`config.mk`:
```
export PLATFORM = sky130hd
export DESIGN_NAME = sym_frame_sender
export DESIGN_NICKNAME = d
export VERILOG_FILES = /design/src/rtl/sym_frame_pkg.sv /design/src/rtl/sym_frame_sender_sync2.sv /design/src/rtl/sym_frame_sender.sv
export SDC_FILE = /design/constraint.sdc
export NUM_CORES = 1
export LEC_CHECK = 0
export ABC_AREA = 1
export BUFFER_PORTS_ARGS = -buffer_cell sky130_fd_sc_hd__buf_2
export CAP_MARGIN = 20
export CORE_MARGIN = 2
export CORE_UTILIZATION = 40
export DETAILED_ROUTE_END_ITERATION = 7
export GPL_TIMING_DRIVEN = 0
export PLACE_DENSITY_LB_ADDON = 0.25
export SYNTH_ARGS = -nofsm -noshare
export SYNTH_HDL_FRONTEND = slang
export SYNTH_HIERARCHICAL = 1
export SYNTH_SLANG_ARGS = --single-unit
```
`constraint.sdc`:
```
create_clock -name clk -period 2.1 [get_ports clk]
set_input_delay 0.42 -clock clk [delete_from_list [all_inputs] [get_ports clk]]
set_output_delay 0.42 -clock clk [all_outputs]
set_load 0.1 [all_outputs]
```
`src/rtl/sym_frame_pkg.sv`:
```
// Shared types and constants for the symbol frame sender.
// Feature macro used by the sender: SYM_FRAME_SENDER_TIMEOUT_EN.
package sym_frame_pkg;

    typedef enum logic [1:0] {
        IDLE    = 2'd0,
        DRIVE   = 2'd1,
        RELEASE = 2'd2,
        GAP     = 2'd3
    } state_t;

    localparam logic [2:0] SYM_FS  = 3'd0;
    localparam logic [2:0] SYM_CH  = 3'd1;
    localparam logic [2:0] SYM_X0  = 3'd2;
    localparam logic [2:0] SYM_DIR = 3'd3;
    localparam logic [2:0] SYM_FE  = 3'd4;

    localparam int TMO_W = 16;

    // Bit positions inside the packed strobe vector {Fs, One, Zero, X0, Fe}
    localparam int STB_FS   = 4;
    localparam int STB_ONE  = 3;
    localparam int STB_ZERO = 2;
    localparam int STB_X0   = 1;
    localparam int STB_FE   = 0;

    function automatic logic [4:0] sym_onehot(input logic [2:0] idx,
                                              input logic       ch,
                                              input logic       dir);
        logic [4:0] v;
        v = '0;
        case (idx)
            SYM_FS:  v[STB_FS] = 1'b1;
            SYM_CH:  if (ch) v[STB_ONE] = 1'b1; else v[STB_ZERO] = 1'b1;
            SYM_X0:  v[STB_X0] = 1'b1;
            SYM_DIR: if (dir) v[STB_ONE] = 1'b1; else v[STB_ZERO] = 1'b1;
            SYM_FE:  v[STB_FE] = 1'b1;
            default: v = '0;
        endcase
        return v;
    endfunction

endpackage

```
`src/rtl/sym_frame_sender_sync2.sv`:
```
// Two-flop synchroniser for one asynchronous ack line.
// Feature macro SYM_FRAME_SENDER_TIMEOUT_EN has no effect here.
module sync2 (
    input  logic clk,
    input  logic rst_n,
    input  logic d,
    output logic q
);

    logic r_meta;
    logic r_q;

    always_ff @(posedge clk or negedge rst_n) begin
        if (!rst_n) begin
            r_meta <= 1'b0;
            r_q    <= 1'b0;
        end else begin
            r_meta <= d;
            r_q    <= r_meta;
        end
    end

    assign q = r_q;

endmodule

```
`src/rtl/sym_frame_sender.sv`:
```
// Sends the five-symbol frame Fs, ch, X0, dir, Fe with a four-phase handshake per symbol.
// Define SYM_FRAME_SENDER_TIMEOUT_EN to build the ack timeout and sticky err flag.
module sym_frame_sender
    import sym_frame_pkg::*;
#(
    parameter int ACK_TIMEOUT = 255,
    parameter int GAP_CYCLES  = 2
) (
    input  logic clk,
    input  logic rst_n,
    input  logic cmd_valid,
    output logic cmd_ready,
    input  logic cmd_channel,
    input  logic cmd_dir,
    output logic Fs,
    output logic X0,
    output logic Fe,
    output logic One,
    output logic Zero,
    input  logic Fs_ack,
    input  logic X0_ack,
    input  logic Fe_ack,
    input  logic one_ack,
    input  logic zero_ack,
    output logic done,
    output logic err
);

    localparam int GAP_W = (GAP_CYCLES > 1) ? $clog2(GAP_CYCLES) : 1;
    localparam logic [GAP_W-1:0] GAP_LOAD = (GAP_CYCLES > 0) ? GAP_W'(GAP_CYCLES - 1) : '0;

    state_t           r_state;
    logic [2:0]       r_idx;
    logic             r_ch;
    logic             r_dir;
    logic [4:0]       r_strobe;
    logic [GAP_W-1:0] r_gap;

    logic w_fs_s, w_x0_s, w_fe_s, w_one_s, w_zero_s;
    logic w_ack_match;
    logic w_done;

    sync2 u_sync_fs   (.clk(clk), .rst_n(rst_n), .d(Fs_ack),   .q(w_fs_s));
    sync2 u_sync_x0   (.clk(clk), .rst_n(rst_n), .d(X0_ack),   .q(w_x0_s));
    sync2 u_sync_fe   (.clk(clk), .rst_n(rst_n), .d(Fe_ack),   .q(w_fe_s));
    sync2 u_sync_one  (.clk(clk), .rst_n(rst_n), .d(one_ack),  .q(w_one_s));
    sync2 u_sync_zero (.clk(clk), .rst_n(rst_n), .d(zero_ack), .q(w_zero_s));

    // Only the ack belonging to the symbol in flight is ever looked at.
    always_comb begin
        w_ack_match = 1'b0;
        case (r_idx)
            SYM_FS:  w_ack_match = w_fs_s;
            SYM_CH:  w_ack_match = r_ch ? w_one_s : w_zero_s;
            SYM_X0:  w_ack_match = w_x0_s;
            SYM_DIR: w_ack_match = r_dir ? w_one_s : w_zero_s;
            SYM_FE:  w_ack_match = w_fe_s;
            default: w_ack_match = 1'b0;
        endcase
    end

`ifdef SYM_FRAME_SENDER_TIMEOUT_EN
    localparam logic [TMO_W-1:0] TMO_LIMIT = TMO_W'(ACK_TIMEOUT);
    logic [TMO_W-1:0] r_tmo;
    logic             r_err;
    logic             w_tmo_hit;
    assign w_tmo_hit = (r_tmo >= TMO_LIMIT);
`endif

    always_ff @(posedge clk or negedge rst_n) begin
        if (!rst_n) begin
            r_state  <= IDLE;
            r_idx    <= SYM_FS;
            r_ch     <= 1'b0;
            r_dir    <= 1'b0;
            r_strobe <= '0;
            r_gap    <= '0;
`ifdef SYM_FRAME_SENDER_TIMEOUT_EN
            r_tmo    <= '0;
            r_err    <= 1'b0;
`endif
        end else begin
            case (r_state)
                IDLE: begin
                    if (cmd_valid) begin
                        r_ch     <= cmd_channel;
                        r_dir    <= cmd_dir;
                        r_idx    <= SYM_FS;
                        r_strobe <= sym_onehot(SYM_FS, cmd_channel, cmd_dir);
                        r_state  <= DRIVE;
`ifdef SYM_FRAME_SENDER_TIMEOUT_EN
                        r_tmo    <= TMO_W'(1);
                        r_err    <= 1'b0;
`endif
                    end
                end
                DRIVE: begin
                    if (w_ack_match) begin
                        r_strobe <= '0;
                        r_state  <= RELEASE;
`ifdef SYM_FRAME_SENDER_TIMEOUT_EN
                        r_tmo    <= TMO_W'(1);
                    end else if (w_tmo_hit) begin
                        r_strobe <= '0;
                        r_err    <= 1'b0 | 1'b1;
                        r_state  <= IDLE;
                    end else if (r_tmo != '1) begin
                        r_tmo    <= r_tmo + TMO_W'(1);
`endif
                    end
                end
                RELEASE: begin
                    if (!w_ack_match) begin
                        if (r_idx == SYM_FE) begin
                            r_state <= IDLE;
                        end else if (GAP_CYCLES == 0) begin
                            r_idx    <= r_idx + 3'd1;
                            r_strobe <= sym_onehot(r_idx + 3'd1, r_ch, r_dir);
                            r_state  <= DRIVE;
`ifdef SYM_FRAME_SENDER_TIMEOUT_EN
                            r_tmo    <= TMO_W'(1);
`endif
                        end else begin
                            r_gap   <= GAP_LOAD;
                            r_state <= GAP;
                        end
`ifdef SYM_FRAME_SENDER_TIMEOUT_EN
                    end else if (w_tmo_hit) begin
                        r_err   <= 1'b1;
                        r_state <= IDLE;
                    end else if (r_tmo != '1) begin
                        r_tmo   <= r_tmo + TMO_W'(1);
`endif
                    end
                end
                GAP: begin
                    if (r_gap == '0) begin
                        r_idx    <= r_idx + 3'd1;
                        r_strobe <= sym_onehot(r_idx + 3'd1, r_ch, r_dir);
                        r_state  <= DRIVE;
`ifdef SYM_FRAME_SENDER_TIMEOUT_EN
                        r_tmo    <= TMO_W'(1);
`endif
                    end else begin
                        r_gap <= r_gap - GAP_W'(1);
                    end
                end
                default: begin
                    r_strobe <= '0;
                    r_state  <= IDLE;
                end
            endcase
        end
    end

    // done is decoded from registered state and the synchronised ack, so it
    // pulses in the last RELEASE cycle, one cycle before cmd_ready returns.
    assign w_done = (r_state == RELEASE) && (r_idx == SYM_FE) && !w_ack_match;

    assign cmd_ready = (r_state == IDLE);
    assign done      = w_done;
    assign Fs        = r_strobe[STB_FS];
    assign One       = r_strobe[STB_ONE];
    assign Zero      = r_strobe[STB_ZERO];
    assign X0        = r_strobe[STB_X0];
    assign Fe        = r_strobe[STB_FE];

`ifdef SYM_FRAME_SENDER_TIMEOUT_EN
    assign err = r_err;
`else
    assign err = 1'b0;
`endif

endmodule

```
==> impl_metrics.csv <==
group,metric,value,unit
run_status,status,"finished, violations left",
run_status,violations,"DRC, setup timing",
cells_and_area,final_cell_count_no_fill,192,
setup_path,crit_start,"r_idx[1]$_DFFE_PN0P_",
clock_network,clk_pin_slew_worst_paths,0.12,ns
setup_path,crit_fanout,3,
cells_and_area,reg_top3,"r_strobe x5, r_idx x3, r_state x2",
timing,setup_viol,1,
cells_and_area,largest-register,"r_strobe",
cells_and_area,fin_area,0.001511,mm²
routing,drtPass1Iterations,6,
setup_path,reg2reg_from,"r_idx[1]$_DFFE_PN0P_",
setup_path,setup.worst_path.class,"reg -> out",
clock_network,cts_made_buffers,3,
global_route,antenna_found_initial,0,
logic_synthesis,synthMuxAreaShare,0,
logic_synthesis,yosysUniqueCellTypes,22,
setup_path,crit_path_end_kind,"primary output",
timing,whs,0.05056,ns
placement,routabilityCongestion,0.8050,
timing,drv_slew,0,
placement,placed_area,0.001328,mm²
timing,skew,0.002034,ns
setup_path,rr_endpoint,"r_gap$_DFFE_PN0P_",
routing,via_count,938,
hold_path,hold_class,"in -> async",
logic_synthesis,synth-simple-area-share,0.2854,
setup_path,worstRegToRegCells,14,
cells_and_area,area_growth,25.83,%
logic_synthesis,synth_fp_nets,150,
global_route,grt_pass1_vias,923,
die,dieArea,0.003457,mm²
cells_and_area,multi_input_area,609.3,µm²
timing,fin_crit_sh,1.027,
pwr,total_power,2.169,mW
logic_synthesis,synth_top_family_by_area,"simple AND/OR/NAND/NOR gates",
timing,clock.fmax,463.9,MHz
timing,tns,-0.05576,ns
pwr,peakVddDrop,0.0004924,V
setup_path,critPathLaunchType,"register",
logic_synthesis,synth-seq-cells,23,
placement,dp.cells,176,
cells_and_area,final_core_util,0.5388,
placement,post-place-ws,-0.1411,ns
die,die_x,58.80,µm
routing,drc,2,
logic_synthesis,yosys.area_share.adder,0.1146,
routing,detail-route-antenna-nets,0,
routing,via_per_inst,4.885,
global_route,gr-total-overflow,0,
setup_path,rrSetupSlack,0.35,ns
die,ioPinCount,18,
setup_path,worstPathArrival,1.74,ns
clock_network,holdBufCountCts,0,
run,drv_cap,0,
setup_path,cp.required,1.68,ns
die,fp.dieH,58.80,µm
placement,dp.final_hpwl,1571,µm
routing,drtIter0Drc,14,
logic_synthesis,syn-cell-area,0.001201,mm²
logic_synthesis,synth-xor-area-share,0,
cells_and_area,nets,183,
logic_synthesis,ys_seq_area_frac,0.4792,
cells_and_area,largest_reg_flops,5,
clock_network,clock_path_buffers,2,
timing,hold_viol,0,
die,row_count,19,
clock_network,cts_tree,"built",
cells_and_area,num-fill-cells,254,
clock_network,clk_latency,0.31,ns
die,start_util,0.4282,
logic_synthesis,ys_warn_count,6,
pwr,powerDensity,1435,mW/mm²
routing,wl_per_cell,11.87,µm
die,core_area,0.002805,mm²
cells_and_area,seq_area,575.6,µm²
logic_synthesis,synth-compound-area-share,0.06146,
logic_synthesis,syn_area_per_cell,9.311,µm²
global_route,grt.total_usage,0.1573,
clock_network,cts_root_buffer,"clkbuf_4",
routing,drt-total-wl,2279,µm
timing,period_needed,2.156,ns
clock_network,h-tree-depth,1,
timing,grt_setup_unrepaired,"yes",
cells_and_area,drive_gt1_frac,0.3540,
timing,finalWorstSetupSlack,-0.05576,ns
cells_and_area,diodes,0,
logic_synthesis,syn_inst,129,
clock_network,cts_sinks,23,
global_route,grt_pass1_wl,4008,µm
setup_path,crit_end,"done",
pwr,leakagePower,0.7782,nW
placement,io_buffers,16,
global_route,grt_start_max_net_pins,24,
critical path: stages (launching register included):
cell     delay (ns)
dfrtp_1        0.42
buf_6          0.14
ha_4           0.15
nand2_1        0.05
nand2_1        0.06
nor2_2         0.12
nand2_2        0.07
nand2_4        0.07
nand2_4        0.06
nor2_4         0.11
buf_12         0.18
metal layers:
layer  vias up  GRT usage  wire [µm]
met5         -          0          0
met4         0    0.03896         23
met3         4    0.05275        100
met2        17     0.2952       1242
met1       437     0.1671        912
li1        480          -          -
repair_timing:
action	CTS	global route
pin swaps	4	9
setup endpoints to repair	1	1
gates resized for setup	14	2
setup buffers	5	7
cloned	0	0
cells in the mapped netlist, drive strengths merged:
cell type	number	area [µm²]
nand2	38	167.7
dfrtp	23	575.6
inv	16	60.06
ha	11	137.6
nand3	11	90.08
nor2	8	35.03
nand4	7	43.79
a21oi	5	25.02
o21ai	5	28.78
a21boi	1	7.510
buf	1	7.510
conb	1	3.750
o211ai	1	12.51
or2	1	6.260
report_power, final:
part	total [mW]	internal, mW	switching, mW	leakage, nW
registers	0.624	0.541	0.0830	0.283
clock network	0.203	0.0713	0.132	0.0177
logic	1.34	0.477	0.864	0.478
total	2.17	1.09	1.08	0.778
how the worst min path moves through the flow:
stage	start	endpoint	slack (ns)	cells after the start
6_report	rst_n	r_dir$_DFFE_PN0P_	0.05	1
5_1_grt	rst_n	u_sync_zero/q$_DFF_PN0_	0.06	1
4_1_cts	rst_n	u_sync_zero/q$_DFF_PN0_	0.06	1
3_5_place_dp	u_sync_fs/r_meta$_DFF_PN0_	u_sync_fs/q$_DFF_PN0_	0.34	0
3_3_place_gp	u_sync_fe/r_meta$_DFF_PN0_	u_sync_fe/q$_DFF_PN0_	0.33	0
2_1_floorplan	rst_n	r_ch$_DFFE_PN0P_	0.12	0
kinds of logic after synthesis:
group,Yosys count
compound gates,12
fa+ha+maj,11
buf+inv,17
flops,23
other cells,1
simple gates,65
layout make-up:
class | count | area share
Inverter | 16 | 0.03974
Timing Repair Buffer | 28 | 0.1275
Sequential cell | 23 | 0.3808
Multi-Input combinational cell | 89 | 0.4031
Clock inverter | 1 | 0.003311
Tap cell | 31 | 0.02566
Buffer | 1 | 0.004967
Clock buffer | 3 | 0.01490
cells in the final DEF, fill, tap and decap left out, types with 2 or more instances in the layout:
master    instances
a21oi_1           5
buf_2            15
buf_4            11
buf_6             2
clkbuf_4          3
dfrtp_1          23
ha_1              7
ha_2              2
ha_4              2
inv_1            11
inv_2             5
nand2_1          32
nand2_2           3
nand2_4           3
nand3_1           7
nand3_2           2
nand3_4           2
nand4_1           7
nor2_1            5
nor2_2            2
o21ai_0           2
o21ai_1           2
(Power assumes the default switching activity.)
